[src/rtl/output_ctrl_pkg.sv]
// Shared constants for the processor-to-game output block: register map,
// control bit positions, field widths and the player-column clamp helper.
package output_ctrl_pkg;

  // Store register map
  localparam logic [1:0] ADDR_PLAYER = 2'd0;
  localparam logic [1:0] ADDR_BULLET = 2'd1;
  localparam logic [1:0] ADDR_SCORE  = 2'd2;
  localparam logic [1:0] ADDR_CTRL   = 2'd3;

  // Control register bit positions
  localparam int unsigned CTRL_CLR_DROP = 0;
  localparam int unsigned CTRL_CLR_HIT  = 1;

  // Field widths
  localparam int unsigned X_W     = 10;
  localparam int unsigned SCORE_W = 16;
  localparam int unsigned DROP_W  = 8;

  // Clamp a signed 32-bit store value into the visible column range.
  function automatic logic [X_W-1:0] clampX(input logic [31:0] value, input int unsigned screenW);
    if (value[31]) begin
      return '0;
    end else if (value >= 32'(screenW)) begin
      return X_W'(screenW - 1);
    end else begin
      return value[X_W-1:0];
    end
  endfunction

endpackage

[src/rtl/output_controller_if.sv]
// CPU store path plus renderer/LED outputs of the output controller.
// master: CPU/renderer side; slave: the controller itself.
interface output_controller_if;
  import output_ctrl_pkg::*;

  logic               wren;
  logic [1:0]         addr;
  logic [31:0]        wdata;
  logic [X_W-1:0]     playerX;
  logic [SCORE_W-1:0] score;
  logic               bulletValid;
  logic [X_W-1:0]     bulletX;
  logic               bulletReady;
  logic               fifoFull;
  logic               hitLed;
  logic [DROP_W-1:0]  dropCount;

  modport master (
    output wren, addr, wdata, bulletReady,
    input  playerX, score, bulletValid, bulletX, fifoFull, hitLed, dropCount
  );

  modport slave (
    input  wren, addr, wdata, bulletReady,
    output playerX, score, bulletValid, bulletX, fifoFull, hitLed, dropCount
  );

endinterface

[src/rtl/bullet_fifo.sv]
// Small synchronous FIFO for bullet-spawn requests. No fall-through: a push
// into an empty queue becomes visible after the edge. A pop in the same
// cycle frees a slot, so a push while full is accepted when pop fires.
module bullet_fifo #(
  parameter int unsigned Depth = 4,
  parameter int unsigned Width = 10
) (
  input  logic             clock,
  input  logic             reset,
  input  logic             push,
  input  logic [Width-1:0] pushData,
  input  logic             pop,
  output logic             full,
  output logic             valid,
  output logic [Width-1:0] headData
);

  localparam int unsigned PtrW = (Depth > 1) ? $clog2(Depth) : 1;
  localparam int unsigned CntW = PtrW + 1;

  logic [Width-1:0] mem [Depth];
  logic [PtrW-1:0]  rdPtr;
  logic [PtrW-1:0]  wrPtr;
  logic [CntW-1:0]  count;
  logic [CntW-1:0]  countNext;
  logic             popFire;
  logic             pushFire;

  // Handshake qualification and occupancy update
  always_comb begin
    popFire  = pop && valid;
    pushFire = push && (!full || popFire);
    countNext = count;
    if (pushFire && !popFire) begin
      countNext = count + 1'b1;
    end else if (popFire && !pushFire) begin
      countNext = count - 1'b1;
    end
  end

  assign full     = (count == CntW'(Depth));
  assign headData = mem[rdPtr];

  // Storage, pointers (wrap naturally at power-of-two depth), registered valid
  always_ff @(posedge clock or posedge reset) begin
    if (reset) begin
      for (int i = 0; i < int'(Depth); i++) begin
        mem[i] <= '0;
      end
      rdPtr <= '0;
      wrPtr <= '0;
      count <= '0;
      valid <= 1'b0;
    end else begin
      if (pushFire) begin
        mem[wrPtr] <= pushData;
        wrPtr      <= wrPtr + 1'b1;
      end
      if (popFire) begin
        rdPtr <= rdPtr + 1'b1;
      end
      count <= countNext;
      valid <= (countNext != '0);
    end
  end

endmodule

[src/rtl/output_controller.sv]
// Processor-to-game output block: holds player column and score written by
// CPU stores, queues bullet-spawn posts, and stretches score changes into a
// visible LED pulse.
// Optional feature macro: OUTCTRL_DROP_COUNT_EN enables the saturating count
// of bullet posts rejected while the queue is full.
module output_controller
  import output_ctrl_pkg::*;
#(
  parameter int unsigned SCREEN_W   = 640,
  parameter int unsigned FIFO_DEPTH = 4,
  parameter int unsigned HIT_CYCLES = 25000000
) (
  input logic                clock,
  input logic                reset,
  output_controller_if.slave bus
);

  localparam int unsigned HitW = $clog2(HIT_CYCLES + 1);

  logic               wrPlayer;
  logic               wrBullet;
  logic               wrScore;
  logic               wrCtrl;
  logic               scoreChange;
  logic               clrHit;
  logic [X_W-1:0]     playerXQ;
  logic [SCORE_W-1:0] scoreQ;
  logic [HitW-1:0]    hitCount;
  logic [HitW-1:0]    hitCountNext;
  logic               hitLedQ;

  // Register-select decode
  always_comb begin
    wrPlayer    = bus.wren && (bus.addr == ADDR_PLAYER);
    wrBullet    = bus.wren && (bus.addr == ADDR_BULLET);
    wrScore     = bus.wren && (bus.addr == ADDR_SCORE);
    wrCtrl      = bus.wren && (bus.addr == ADDR_CTRL);
    scoreChange = wrScore && (bus.wdata[SCORE_W-1:0] != scoreQ);
    clrHit      = wrCtrl && bus.wdata[CTRL_CLR_HIT];
  end

  // Player column and score holding registers
  always_ff @(posedge clock or posedge reset) begin
    if (reset) begin
      playerXQ <= '0;
      scoreQ   <= '0;
    end else begin
      if (wrPlayer) begin
        playerXQ <= clampX(bus.wdata, SCREEN_W);
      end
      if (wrScore) begin
        scoreQ <= bus.wdata[SCORE_W-1:0];
      end
    end
  end

  // Hit stretcher next count: reload beats clear beats decrement
  always_comb begin
    hitCountNext = hitCount;
    if (hitCount != '0) begin
      hitCountNext = hitCount - 1'b1;
    end
    if (clrHit) begin
      hitCountNext = '0;
    end
    if (scoreChange) begin
      hitCountNext = HitW'(HIT_CYCLES);
    end
  end

  // Hit stretcher state; LED registered from the next count
  always_ff @(posedge clock or posedge reset) begin
    if (reset) begin
      hitCount <= '0;
      hitLedQ  <= 1'b0;
    end else begin
      hitCount <= hitCountNext;
      hitLedQ  <= (hitCountNext != '0);
    end
  end

  bullet_fifo #(
    .Depth (FIFO_DEPTH),
    .Width (X_W)
  ) u_bullet_fifo (
    .clock    (clock),
    .reset    (reset),
    .push     (wrBullet),
    .pushData (bus.wdata[X_W-1:0]),
    .pop      (bus.bulletReady),
    .full     (bus.fifoFull),
    .valid    (bus.bulletValid),
    .headData (bus.bulletX)
  );

`ifdef OUTCTRL_DROP_COUNT_EN
  logic              dropPost;
  logic [DROP_W-1:0] dropCountQ;

  // A post is lost only when full and no pop frees a slot this cycle
  assign dropPost = wrBullet && bus.fifoFull && !(bus.bulletReady && bus.bulletValid);

  // Saturating drop counter with CPU clear
  always_ff @(posedge clock or posedge reset) begin
    if (reset) begin
      dropCountQ <= '0;
    end else if (wrCtrl && bus.wdata[CTRL_CLR_DROP]) begin
      dropCountQ <= '0;
    end else if (dropPost && (dropCountQ != '1)) begin
      dropCountQ <= dropCountQ + 1'b1;
    end
  end

  assign bus.dropCount = dropCountQ;
`else
  assign bus.dropCount = '0;
`endif

  assign bus.playerX = playerXQ;
  assign bus.score   = scoreQ;
  assign bus.hitLed  = hitLedQ;

endmodule

[src/flat_wrapper.sv]
// flat-port wrapper written by rule: the top's interface ports become plain ports
module output_controller_flat import output_ctrl_pkg::*;
#(
  parameter int unsigned SCREEN_W   = 640,
  parameter int unsigned FIFO_DEPTH = 4,
  parameter int unsigned HIT_CYCLES = 25000000
)
  (clock, reset, bus_wren, bus_addr, bus_wdata, bus_bulletReady, bus_playerX, bus_score, bus_bulletValid, bus_bulletX, bus_fifoFull, bus_hitLed, bus_dropCount);
  output_controller_if bus_i ();
  input logic clock;
  input logic reset;
  input wire logic [$bits(bus_i.wren)-1:0] bus_wren;
  input wire logic [$bits(bus_i.addr)-1:0] bus_addr;
  input wire logic [$bits(bus_i.wdata)-1:0] bus_wdata;
  input wire logic [$bits(bus_i.bulletReady)-1:0] bus_bulletReady;
  output wire logic [$bits(bus_i.playerX)-1:0] bus_playerX;
  output wire logic [$bits(bus_i.score)-1:0] bus_score;
  output wire logic [$bits(bus_i.bulletValid)-1:0] bus_bulletValid;
  output wire logic [$bits(bus_i.bulletX)-1:0] bus_bulletX;
  output wire logic [$bits(bus_i.fifoFull)-1:0] bus_fifoFull;
  output wire logic [$bits(bus_i.hitLed)-1:0] bus_hitLed;
  output wire logic [$bits(bus_i.dropCount)-1:0] bus_dropCount;
  assign bus_i.wren = bus_wren;
  assign bus_i.addr = bus_addr;
  assign bus_i.wdata = bus_wdata;
  assign bus_i.bulletReady = bus_bulletReady;
  assign bus_playerX = bus_i.playerX;
  assign bus_score = bus_i.score;
  assign bus_bulletValid = bus_i.bulletValid;
  assign bus_bulletX = bus_i.bulletX;
  assign bus_fifoFull = bus_i.fifoFull;
  assign bus_hitLed = bus_i.hitLed;
  assign bus_dropCount = bus_i.dropCount;
  output_controller #(.SCREEN_W(SCREEN_W), .FIFO_DEPTH(FIFO_DEPTH), .HIT_CYCLES(HIT_CYCLES)) u_core (.clock(clock), .reset(reset), .bus(bus_i));
endmodule
[config.mk]
export PLATFORM = sky130hd
export DESIGN_NAME = output_controller_flat
export DESIGN_NICKNAME = d
export VERILOG_FILES = /design/src/rtl/output_ctrl_pkg.sv /design/src/rtl/output_controller_if.sv /design/src/rtl/bullet_fifo.sv /design/src/rtl/output_controller.sv /design/src/flat_wrapper.sv
export SDC_FILE = /design/constraint.sdc
export NUM_CORES = 1
export LEC_CHECK = 0
export BUFFER_PORTS_ARGS = -buffer_cell sky130_fd_sc_hd__buf_2
export CAP_MARGIN = 0
export CORE_MARGIN = 2
export CORE_UTILIZATION = 55
export DETAILED_ROUTE_END_ITERATION = 8
export PLACE_DENSITY = 0.78
export SLEW_MARGIN = 30
export SYNTH_ARGS = -nofsm -noshare
export SYNTH_HDL_FRONTEND = slang
export SYNTH_SLANG_ARGS = --single-unit
export TNS_END_PERCENT = 30
[constraint.sdc]
create_clock -name clock -period 5.4 [get_ports clock]
set_input_delay 0.54 -clock clock [delete_from_list [all_inputs] [get_ports clock]]
set_output_delay 0.54 -clock clock [all_outputs]
set_load 0.03 [all_outputs]
After elaboration in Yosys (flattened, before gate mapping) --
Index checks and enable logic that the tools add are counted.
Cells by class: $add $sub $neg 5, order comparisons 4, equal/unequal tests 5, multiplexer cells 13, bitwise operators 2, reductions and logical operators 19
Operators by type and width (number):
- $mux W25 | 3
- $mux W10 | 5
- $reduce_bool A25 Y1 | 2
- $bwmux W40 | 1
- $ge A32 B10 Y1 const B | 1
- $sub A25 B1 Y25 const B | 1
- $bmux W10 S2 | 1
- $demux W10 S2 | 1
- $ne A16 B16 Y1 | 1
- $logic_and A1 B1 Y1 | 11
- $ge A3 B3 Y1 const B | 2
- $mux W3 | 2
- $not A2 Y3 | 2
- $add A2 B1 Y2 const B | 2
- $eq A2 B2 Y1 const B | 2
- $add A3 B1 Y3 const B | 1
- $eq A3 B3 Y1 const B | 1
- $logic_not A1 Y1 | 3
- $lt A3 B1 Y1 const B | 1
- $reduce_bool A3 Y1 | 1
- $sub A3 B1 Y3 const B | 1
- $eq A2 B1 Y1 const B | 1
- $logic_not A2 Y1 | 1
- $logic_or A1 B1 Y1 | 1
Storage, ports and cells: bits in registers 100, bits of input ports 38, output and inout port bits 47

Depth between registers and ports, before layout --
word-level depth 9, gate-level depth with buffers 10

Modules after synthesis --
Synthesis repeated with hierarchy kept, for this count alone.
Second synthesis, totals: cell total of the unflattened synthesis 434, area, all modules 5094.9 um^2
Modules (own cells, without submodules):
- output_controller | instances 1, cells an instance 295, area an instance 2905.3 um^2, sequential area each 1301.2 um^2
- bullet_fifo | instances 1, cells an instance 139, area an instance 2189.6 um^2, sequential area each 1201.2 um^2

Worst setup path before layout --
No wires, ideal clock.
kind reg-to-reg, start register u_core.hitCount[0], end register u_core.hitLedQ, in the netlist u_core.bus.hitLed, library setup time 140 ps, data arrival time 2601 ps, data required time 5260 ps, path slack 2659 ps, cell stages (with the launch flop) 11, period minus slack after synthesis 2741 ps, path through dfrtp_1 > inv_1 > ha_1 > or4b_2 > clkbuf_1 > nor4_2 > nand4b_1 > xor2_1 > o21ai_0 > a2111oi_2 > nand4_1
Between the ends: word-level cells in the longest chain between the ends 5, elaborated cells between the ends (all ways) 6, those cells by class add/sub (1); mux (3); reduce/logical (2)
RTL lines:
- from (decl) | RTL line output_controller.sv:28 | logic [HitW-1:0] hitCount;
- from (signal assigned) | RTL line output_controller.sv:77 | hitCount <= hitCountNext;
- $sub A25 B1 Y25 / $reduce_bool A25 Y1 (equally long branches) | RTL line output_controller.sv:61, output_controller.sv:60
- $mux W25 (*) | RTL line output_controller.sv:60 | if (hitCount != '0) begin
- $mux W25 (*) | RTL line output_controller.sv:63 | if (clrHit) begin
- $mux W25 (*) | RTL line output_controller.sv:66 | if (scoreChange) begin
- net u_core.hitCountNext[18] | RTL line output_controller.sv:29 | logic [HitW-1:0] hitCountNext;
- $reduce_bool A25 Y1 (*) | RTL line output_controller.sv:78 | hitLedQ <= (hitCountNext != '0);
- to (signal assigned) | RTL line output_controller.sv:78
- to (decl) | RTL line output_controller.sv:30 | logic hitLedQ;
The timed path passes the listed nets; every way through them passes the cells marked *. A chain may end at the register's enable or synchronous reset.

Worst setup path after layout --
start register u_core.hitCount[0], end register u_core.hitLedQ, in the netlist u_core.bus.hitLed
Between the ends: word-level cells in the longest chain between the ends 5, elaborated cells between the ends (all ways) 6, those cells by class add/sub (1); mux (3); reduce/logical (2)
RTL lines (RTL line):
- $sub A25 B1 Y25 / $reduce_bool A25 Y1 (equally long branches) | output_controller.sv:61, output_controller.sv:60
- $mux W25 (*) | output_controller.sv:60
- $mux W25 (*) | output_controller.sv:63
- $mux W25 (*) | output_controller.sv:66
- $reduce_bool A25 Y1 (*) | output_controller.sv:78
Every way passes the cells marked *; elsewhere a longest branch is shown, timed or not.

==> summary.md <==
| Metric | Value |
|---|---|
| Required time worst endpoint | 5.64 ns |
| Slew headroom | 37.3% |
| Arrival time at the worst endpoint | 3.33 ns |
| Num rows | 35 |
| Ports | 85 |
| Clock Latency Late Sink | 0.38 ns |
| Slowest stage delay, CP | 0.74 ns |
| RePlAce Congestion | 0.980 |
| Avg Cell Area, Syn | 11.4 um2 |
| GRT Total Usage | 23.6% |
| Synth top area share | 49.4% |
| # DRC | 0 |
| Root Buffer | clkbuf_8 |
| Initial Utilization | 55.8% |
| Clock power frac | 17.0% |
| Pwr dens | 496 mW/mm2 |
| Initial DRC Count | 234 |
| Max Freq | 324 MHz |
| Post-CTS sizing | 0 |
| Least-Margin Pin Slew | 0.934 ns |
| Final hold vios | 0 |
| Worst Path Max Fanout | 9 |
| Post-synth EDFFs | 0 |
| Num Clock Sinks | 100 |
| Vias per inst | 5.95 |
| Core ar. | 0.00906 mm2 |
| Period minus WS final | 3.09 ns |
| Logic pwr share | 39.1% |
| Synth warn | 0 |
| CP top delay family | simple AND/OR/NAND/NOR gates |
| Clk_skew | 0.0146 ns |
| Post-Syn Area | 0.00506 mm2 |
| Remaining antenna violation count | 0 |
| Period utilization | 57.2% |
| Hold WC Path Type | primary input to async pin |
| Max cap viols | 0 |
| IO Port Bufs | 76 |
| Yosys reg bits | 100 |
| Initial antenna violation count | 0 |
| Final setup viols | 0 |
| Layout area overhead | 12.6% |
| WP buf/inv | 1 |
| Total negative slack | 0 ns |
| Die W | 99.9 um |
| Async S/R FF share, synth | 100% |
| Sequential share of the synthesized area | 49.4% |
| CTS Buf Count | 9 |
| Final HPWL DP | 8120 um |
| Status | complete, no violations |
| Sequential Power Share | 43.9% |
| H-tree depth | 3 |
| Area contributors post-synth | dfrtp_1, mux2_2, xnor2_1 |
| Vias in the first global route | 3714 |
| Global route total overflow | 0 |
| Unique masters post-synth | 51 |
| Routed WL per cell | 17.9 um |
| Clk buf depth | 2 |
| Nets | 560 |
| Die area | 0.00999 mm2 |
| Largest net degree at the start of global routing | 58 |
| Worst VDD drop | 0.324 mV |
| First-pass GRT wire length | 18500 um |
| Crit start category | flop |
| FILL cells | 730 |
| Final max-slew violation count | 0 |
| Hold Slack | 0.203 ns |
| Share of cells above drive strength 1 | 32.9% |
| Net switching power | 1.15 mW |
| Cell taking the most area after synthesis | dfrtp_1 |
| Power Total | 2.83 mW |
| ANT cells | 0 |
| Hold_buf cts | 0 |
| CP Capture Type | flop |
| Detailed Routing Iterations Pass 1 | 5 |
| CTS tree | yes |
| Ys flop type | dfrtp_1 |
| RSZ-0062 raised after global routing | false |
| Routed WL | 11300 um |
| Layout Cells excl Fill | 630 |
| Slowest CP cell | or4b_2 |
| Switching share of power | 40.7% |
| Via count | 3747 |
| Critical path cell sequence | inv_1 -> ha_1 -> or4b_2 -> nor4_2 -> a31oi_1 -> xnor2_1 -> a21oi_1 -> a2111oi_2 -> nand4_1 |
| Leakage | 2.51 nW |
| Worst-path clk slew | 0.10 ns |
| Critical path type | flop to flop |
| Post-CTS setup buffers | 0 |
| Die H | 99.9 um |
| Cells after DPL | 613 |
| Internal | 1.68 mW |
| Post-Syn Instances | 445 |
per-layer routing:
layer / wire [um] / part of all wire, % / up-vias / track usage, %
li1: - / - / 1736 / -
met1: 4780 / 42 / 1867 / 32.2
met4: 113 / 1.0 / 0 / 4.64
met5: 0 / 0 / - / 0
met2: 5610 / 50 / 128 / 39.3
met3: 764 / 6.8 / 16 / 5.64
power by group through the flow:
stage               clock network, mW  registers (mW)  logic [mW]
floorplan                           0            1.22       0.840
global placement                    0            1.23        1.08
detailed placement                  0            1.25        1.10
CTS                             0.488            1.24        1.11
global route                    0.521            1.28        1.20
finish                          0.481            1.24        1.11
worst register-to-register path: cells and delay by family (launching register included):
family	cells	cell delay (ns)
AOI/OAI and AO/OA	3	0.54
adders and majority gates	1	0.23
buffers and inverters	1	0.13
DFF	1	0.40
and+or+nand+nor	3	1.38
xor gates and xnor gates	1	0.28
cell usage in the layout (no fill, tap or decap), drive strengths merged, types with 2 or more instances in the layout:
master / count
a211oi: 4
clkbuf: 9
buf: 78
o31ai: 14
mux2i: 2
o21ai: 24
a2111oi: 2
ha: 8
or2: 3
o211ai: 2
clkinv: 3
nand3b: 3
a31oi: 4
nand3: 8
nand4: 10
mux4: 10
nand2: 38
or3: 4
conb: 8
nor3: 8
dfrtp: 100
and4: 2
nor2: 28
xnor2: 31
xor2: 8
inv: 15
a21oi: 10
or3b: 2
nor4: 13
or4: 8
mux2: 46
sequential cells by signal (all words and copies together), names as in the netlist:
register,flops
u_core.bus.hitLed,1
u_core.bus.playerX,10
u_core.bus.score,16
u_core.hitCount,25
u_core.u_bullet_fifo.count,3
u_core.u_bullet_fifo.mem,40
u_core.u_bullet_fifo.rdPtr,2
u_core.u_bullet_fifo.valid,1
u_core.u_bullet_fifo.wrPtr,2
metrics by stage:
step	area, um2	setup slack, ns	utilization, %
2_1_floorplan	5090	2.24	-
3_3_place_gp	5480	2.09	60.5
3_5_place_dp	5490	2.34	60.5
4_1_cts	5690	2.34	62.8
5_1_grt	5700	2.08	62.9
6_report	5700	2.31	62.9
logic make-up (layout without fill, tap and decap cells):
| group | after synthesis | count (layout) | synth area share [%] |
|---|---|---|---|
| adders and majority gates | 8 | 8 | 1.98 |
| other | 1 | 8 | 0.0741 |
| and+or+nand+nor | 133 | 133 | 14.3 |
| xor gates and xnor gates | 39 | 39 | 6.75 |
| AOI/OAI and AO/OA | 67 | 67 | 8.80 |
| muxes | 58 | 58 | 15.1 |
| buffers and inverters | 39 | 106 | 3.56 |
| DFF | 100 | 100 | 49.4 |
worst paths after layout:
kind | slack (ns) | endpoint | cells past startpoint | startpoint
worst max-delay path | 2.31 | u_core.bus.hitLed | 9 | u_core.hitCount[0]
min in group clock | 0.44 | u_core.bus.score[12] | 2 | bus_wdata[12]
worst min register to register | 0.49 | u_core.bus.playerX[6] | 2 | u_core.bus.playerX[6]
worst min-delay path | 0.20 | u_core.hitCount[6] | 2 | reset
worst max register to register | 2.31 | u_core.bus.hitLed | 9 | u_core.hitCount[0]
max in group asynchronous | 4.12 | u_core.u_bullet_fifo.mem[27] | 3 | reset
synthesized netlist by cell type (all sizes together) (10+ instances only):
library cell,n
a21oi,10
buf,13
clkbuf,14
dfrtp,100
inv,12
mux2,46
mux4,10
nand2,38
nand4,10
nor2,28
nor4,13
o21ai,24
o31ai,14
xnor2,31
cell type report:
type | count | area, um2 | area share [%]
clock buffers | 9 | 124 | 2.17
repair buffers | 78 | 399 | 7.00
multi-input cells | 313 | 2410 | 42.3
inverters | 12 | 47.5 | 0.834
well taps | 111 | 139 | 2.44
clock inverters | 7 | 80.1 | 1.40
flip-flops and latches | 100 | 2500 | 43.9
No activity file was read; power rests on OpenSTA's default activity.
